==> config.mk <==
export PLATFORM = sky130hd
export DESIGN_NAME = serial_sub_ctrl
export DESIGN_NICKNAME = d
export VERILOG_FILES = /design/src/rtl/serial_sub_pkg.sv /design/src/rtl/fs_cell.sv /design/src/rtl/serial_sub_ctrl.sv
export SDC_FILE = /design/constraint.sdc
export NUM_CORES = 1
export LEC_CHECK = 0
export ABC_AREA = 1
export CORE_ASPECT_RATIO = 1.2
export CORE_MARGIN = 5
export CORE_UTILIZATION = 47
export DETAILED_ROUTE_END_ITERATION = 7
export PLACE_DENSITY = 0.75
export REMOVE_ABC_BUFFERS = 1
export SLEW_MARGIN = 20
export SYNTH_ARGS = -nofsm -noshare
export SYNTH_HDL_FRONTEND = slang
export SYNTH_SLANG_ARGS = --single-unit
==> constraint.sdc <==
create_clock -name clk -period 1.2 [get_ports clk]
set_input_delay 0.18 -clock clk [delete_from_list [all_inputs] [get_ports clk]]
set_output_delay 0.18 -clock clk [all_outputs]
set_load 0.005 [all_outputs]
==> src/rtl/serial_sub_pkg.sv <==
// rtl/serial_sub_pkg.sv - shared state encoding and defaults for the serial subtractor
package serial_sub_pkg;

    localparam int WIDTH_DEFAULT = 8;

    typedef enum logic [1:0] {
        ST_IDLE = 2'b00,
        ST_RUN  = 2'b01,
        ST_DONE = 2'b10
    } state_t;

endpackage

==> src/rtl/fs_cell.sv <==
// rtl/fs_cell.sv - combinational full subtractor from two half subtractors
module fs_cell (
    input  logic a,
    input  logic b,
    input  logic bin,
    output logic d,
    output logic bout
);

    logic hs1_d;
    logic hs1_b;
    logic hs2_b;

    // first half subtractor: a - b
    assign hs1_d = a ^ b;
    assign hs1_b = ~a & b;

    // second half subtractor: (a - b) - bin
    assign d     = hs1_d ^ bin;
    assign hs2_b = ~hs1_d & bin;

    // either stage borrowing means the cell borrows
    assign bout  = hs1_b | hs2_b;

endmodule

==> src/rtl/serial_sub_ctrl.sv <==
// rtl/serial_sub_ctrl.sv - bit-serial a - b, LSB first, one bit per clock
module serial_sub_ctrl
    import serial_sub_pkg::*;
#(
    parameter int WIDTH = WIDTH_DEFAULT
) (
    input  logic             clk,
    input  logic             rst_n,
    input  logic             start,
    input  logic             abort,
    input  logic [WIDTH-1:0] a,
    input  logic [WIDTH-1:0] b,
    output logic             busy,
    output logic             done,
    output logic [WIDTH-1:0] diff,
    output logic             borr
);

    localparam int            CW   = (WIDTH > 1) ? $clog2(WIDTH) : 1;
    localparam logic [CW-1:0] LAST = CW'(WIDTH - 1);

    state_t           state_q;
    state_t           state_d;
    logic [WIDTH-1:0] a_sh;
    logic [WIDTH-1:0] b_sh;
    logic [WIDTH-2:0] d_sh;
    logic [WIDTH-1:0] d_next;
    logic [CW-1:0]    cnt;
    logic             bin_q;
    logic             cell_d;
    logic             cell_bout;
    logic             last_bit;

    fs_cell u_fs_cell (
        .a    (a_sh[0]),
        .b    (b_sh[0]),
        .bin  (bin_q),
        .d    (cell_d),
        .bout (cell_bout)
    );

    // on the last bit the new MSB joins the bits already collected
    assign d_next   = {cell_d, d_sh};
    assign last_bit = (cnt == LAST);

    // next-state: start wins over abort in IDLE, abort only matters in RUN
    always_comb begin
        state_d = state_q;
        case (state_q)
            ST_IDLE: if (start) state_d = ST_RUN;
            ST_RUN: begin
                if (abort)         state_d = ST_IDLE;
                else if (last_bit) state_d = ST_DONE;
            end
            ST_DONE: state_d = ST_IDLE;
            default: state_d = ST_IDLE;
        endcase
    end

    // state register plus flopped busy/done so outputs come straight from flops
    always_ff @(posedge clk or negedge rst_n) begin
        if (!rst_n) begin
            state_q <= ST_IDLE;
            busy    <= 1'b0;
            done    <= 1'b0;
        end else begin
            state_q <= state_d;
            busy    <= (state_d != ST_IDLE);
            done    <= (state_d == ST_DONE);
        end
    end

    // datapath: capture on accept, shift one bit per RUN edge, publish on last bit
    always_ff @(posedge clk or negedge rst_n) begin
        if (!rst_n) begin
            a_sh  <= '0;
            b_sh  <= '0;
            d_sh  <= '0;
            cnt   <= '0;
            bin_q <= 1'b0;
            diff  <= '0;
            borr  <= 1'b0;
        end else begin
            case (state_q)
                ST_IDLE: begin
                    if (start) begin
                        a_sh  <= a;
                        b_sh  <= b;
                        cnt   <= '0;
                        bin_q <= 1'b0;
                    end
                end
                ST_RUN: begin
                    if (!abort) begin
                        a_sh  <= a_sh >> 1;
                        b_sh  <= b_sh >> 1;
                        d_sh  <= d_next[WIDTH-1:1];
                        bin_q <= cell_bout;
                        if (last_bit) begin
                            diff <= d_next;
                            borr <= cell_bout;
                        end else begin
                            cnt <= cnt + 1'b1;
                        end
                    end
                end
                default: ;
            endcase
        end
    end

endmodule

==> impl.org <==
** Outcome
- Result of the run :: complete, but fails checks
- Violated checks :: negative setup slack

** Setup path
- Class of the most critical setup path :: flip-flop to flip-flop
- Worst reg2reg startpoint :: cnt[1]$_DFFE_PN0P_
- The largest single stage delay on the critical path is 390 ps.
- R2R setup slack :: -150 ps
- Crit path cell chain :: ha_4 -> ha_4 -> inv_2 -> nor2_4 -> nand2_4 -> clkbuf_16 -> o21ai_1
- CP delay by family, top :: flip-flops
- Of all nets on the critical path, the largest fanout is 9.
- FF-to-FF path depth :: 7
- In this design, the critical path's most frequently occurring cell is sky130_fd_sc_hd__ha_4.
- The critical path runs through a total of 7 cells.
- The endpoint identified for the worst register-to-register timing path is diff[3]$_DFFE_PN0P_.
- The worst setup path is captured at a flip-flop.
- Together, buffers and inverters on the worst path number 2.
- The worst setup path is launched from a flip-flop.
- The critical path starts at cnt[1]$_DFFE_PN0P_.
- Slowest cell on the critical path :: sky130_fd_sc_hd__dfrtp_1
- Required @ worst endpoint :: 1420 ps
- Arrival time at the worst endpoint :: 1560 ps

** Die
- Vert. Die Dim :: 78.4 um
- Starting density of the core :: 49.6%
- Core box area :: 3690 um^2
- In this run the count of I/O pins placed on the die edge is 31.
- In this run the core area contains 24 standard-cell rows.
- From left edge to right edge, the die measures 67.0 um.
- The die covers 5250 um^2.

** Global routing
- Total congestion overflow :: 0
- Across every metal layer, demand over resource in global routing totals 16.5%.
- Number of antenna violations at the first check in global routing :: 0
- The via count of the first global-routing pass was 1520.
- Largest net degree at the start of global routing :: 41
- The first global-routing pass estimated 6620 um of wire.

** Timing
- Shortest clock period the worst path allows after layout :: 1350 ps
- The final count of hold timing violations is 0.
- Achievable Freq :: 0.743 GHz
- Final critical-path setup slack :: -145 ps
- Slew Limit Fails :: 0
- RSZ-0062 raised after global routing :: true
- Summed over all failing endpoints, the final setup total negative slack is -1370 ps.
- Setup violations remaining at the end of the flow were counted as 13.
- Worst Skew :: 4.42 ps
- Of the available clock period, the critical path in the final layout requires 112%.
- Worst-Margin Slew :: 253 ps
- In this run the tightest slew margin relative to its limit is 83.1%.

** Synthesis
- Cell types with the largest area share after synthesis :: sky130_fd_sc_hd__dfrtp_1 (55%), sky130_fd_sc_hd__nand2_1 (17%), sky130_fd_sc_hd__nand3_1 (9.3%)
- Synthesis produced 218 cells.
- The share of synthesized area in the top cell type comes to 54.7%.
- Number of register bits inferred by synthesis :: 40
- Total number of yosys warnings :: 0
- Cell type contributing the most total cell area after synthesis :: sky130_fd_sc_hd__dfrtp_1
- Syn avg cell area :: 8.40 um^2
- The number of different library cells used by synthesis comes to 17.
- The synthesized netlist occupies a cell area of 1830 um^2.
- Sequential area share after synthesis :: 54.7%

** Power
- IR analysis of the VDD net gives a maximum drop of 1.01 mV.
- Power spread over the standard cell area amounts to 1640 nW/um^2.
- Summing internal, switching and leakage power gives 4.44 mW.
- Static Leak :: 1.43 nW

** Final layout
- Area used by multi-input combinational logic :: 841 um^2
- The sequential cells in the finished layout cover a total of 1000 um^2.
- In the final layout, the share of cells above drive strength 1 is 26.2%.
- The filler cells instantiated in the layout total 283.
- The finished layout holds 323 standard cells, fillers aside.
- Area delta synth->final :: 48.2%
- After routing the design area is 2710 um^2.
- Nets :: 294
- Diodes inserted :: 0

** Clocking
- Root buffer cell :: sky130_fd_sc_hd__clkbuf_8
- The clock drives 40 sinks.
- Maximum count of clock buffers along a single path :: 2
- For the worst-skew pair, the clock arrives at the later sink with an insertion delay of 290 ps.
- Register clock-pin slew on the reported worst setup and hold paths :: 80 ps
- Max H-tree Level :: 2
- Clock tree synthesis inserted a total of 5 buffers.
- TritonCTS clock tree :: yes

** Min path
- Worst min-delay path class :: input pin to flip-flop
- For hold timing, the worst endpoint is state_q[0]$_DFF_PN0_.
- Along the worst hold path, the cell count comes to 4.
- The startpoint identified for the worst hold timing path is abort.

** Routing
- For this block, the routed nets add up to 4490 um of wire.
- Detail Route Antenna Nets :: 0
- Number of DRC violations after detailed routing :: 0
- Routed vias :: 1628
- In the final routed layout, each cell accounts on average for 13.9 um.
- Initial DRC Count :: 64
- In the routed layout, each cell is associated on average with a via count of 5.04.
- Length of the first detailed-routing pass in iterations :: 4

** Placement
- At the end of routability-driven placement, the weighted congestion stood at 0.767.
- Placed cells :: 303
- Port buffering added 30 buffers.
- After legalization and detailed placement, the total HPWL measured 2560 um.
- DP Area :: 2260 um^2

** Job
- Max-cap violations :: 0
## final cells by class
type	count	share of cell area, %
multi-input cells	150	31.0
repair buffers	57	22.6
inverters	17	2.35
clock buffers	5	2.54
flip-flops and latches	40	36.9
clock inverters	2	2.21
well taps	52	2.40
## cells by family (layout without fill, tap and decap cells)
group,after synthesis,count (layout),share of synthesized area (%)
AOI/OAI and AO/OA,15,15,4.10
buffers and inverters,28,81,7.24
DFF,40,40,54.7
and+or+nand+nor,132,132,31.5
adders and majority gates,3,3,2.46
## where the power goes
part	internal, mW	switching [mW]	total, mW
combinational	0.599	0.659	1.26
clock	0.819	0.469	1.29
sequential	1.68	0.217	1.90
## cells in the final DEF, fill, tap and decap left out, types with 2 or more instances in the layout
cell and count:
sky130_fd_sc_hd__ha_4 2, sky130_fd_sc_hd__bufinv_16 2, sky130_fd_sc_hd__nor2_4 2, sky130_fd_sc_hd__clkbuf_16 3, sky130_fd_sc_hd__nand3_1 24, sky130_fd_sc_hd__nand2_2 8
sky130_fd_sc_hd__inv_2 6, sky130_fd_sc_hd__buf_4 12, sky130_fd_sc_hd__o21ai_2 2, sky130_fd_sc_hd__inv_1 11, sky130_fd_sc_hd__buf_6 7, sky130_fd_sc_hd__nor2_2 2
sky130_fd_sc_hd__dlygate4sd2_1 11, sky130_fd_sc_hd__clkdlybuf4s50_1 17, sky130_fd_sc_hd__nand4_1 3, sky130_fd_sc_hd__dfrtp_1 40, sky130_fd_sc_hd__o21ai_1 13, sky130_fd_sc_hd__nand3_2 10
sky130_fd_sc_hd__clkbuf_8 5, sky130_fd_sc_hd__nand2_4 3, sky130_fd_sc_hd__nand2_1 77, sky130_fd_sc_hd__buf_12 3
## how the worst max path moves through the flow
stage                               end
global placement     cnt[0]$_DFFE_PN0P_
floorplan           a_sh[0]$_DFFE_PN0P_
finish              diff[3]$_DFFE_PN0P_
CTS                    borr$_DFFE_PN0P_
global route        diff[3]$_DFFE_PN0P_
detailed placement  diff[3]$_DFFE_PN0P_
## metrics by stage
step / utilization, % / hold slack, ps / setup WS [ps]
3_3_place_gp: 61.3 / 163 / -76.5
6_report: 73.4 / 378 / -145
4_1_cts: 66.7 / 394 / -94.2
2_1_floorplan: - / -116 / -253
3_5_place_dp: 61.3 / 165 / -105
5_1_grt: 73.4 / 394 / -202
## sequential cells by signal, summed over array words and instances, names as in the netlist
register and count:
d_sh 7, done 1, b_sh 8, a_sh 8
state_q 2, cnt 3, borr 1, busy 1
diff 8, bin_q 1
## worst register-to-register path: stages (launching register included)
cell	delay, ps
sky130_fd_sc_hd__dfrtp_1	390
sky130_fd_sc_hd__ha_4	160
sky130_fd_sc_hd__ha_4	140
sky130_fd_sc_hd__inv_2	40
sky130_fd_sc_hd__nor2_4	110
sky130_fd_sc_hd__nand2_4	90
sky130_fd_sc_hd__clkbuf_16	180
sky130_fd_sc_hd__o21ai_1	150
## layer usage
metal / share of wire (%) / wire, um / up-vias / track usage, %
met5: 0 / 0 / - / 0
met4: 2.6 / 116 / 0 / 6.69
met3: 4.6 / 205 / 10 / 4.14
met2: 53 / 2360 / 42 / 29.1
met1: 40 / 1810 / 778 / 18.7
li1: - / - / 798 / -
## cells in the mapped netlist
library cell / number
sky130_fd_sc_hd__nand2_2: 3
sky130_fd_sc_hd__inv_1: 16
sky130_fd_sc_hd__nand2_4: 1
sky130_fd_sc_hd__inv_2: 1
sky130_fd_sc_hd__nor2_2: 1
sky130_fd_sc_hd__dfrtp_1: 40
sky130_fd_sc_hd__buf_6: 1
sky130_fd_sc_hd__fa_1: 1
sky130_fd_sc_hd__ha_1: 2
sky130_fd_sc_hd__nand3_4: 1
sky130_fd_sc_hd__buf_2: 7
sky130_fd_sc_hd__buf_4: 3
sky130_fd_sc_hd__nor2_1: 4
sky130_fd_sc_hd__nand3_1: 34
sky130_fd_sc_hd__nand2_1: 85
sky130_fd_sc_hd__nand4_1: 3
sky130_fd_sc_hd__o21ai_1: 15
## timing repair
action                                  in CTS  in global routing
resized for setup                           20                 39
endpoints found under the setup margin      24                 27
hold buffers                                 1                  0
endpoints found under the hold margin       40                  0
pin swaps                                    3                 19
cloned                                       0                  3
setup buffers                                5                  4
(Power assumes the default switching activity.)
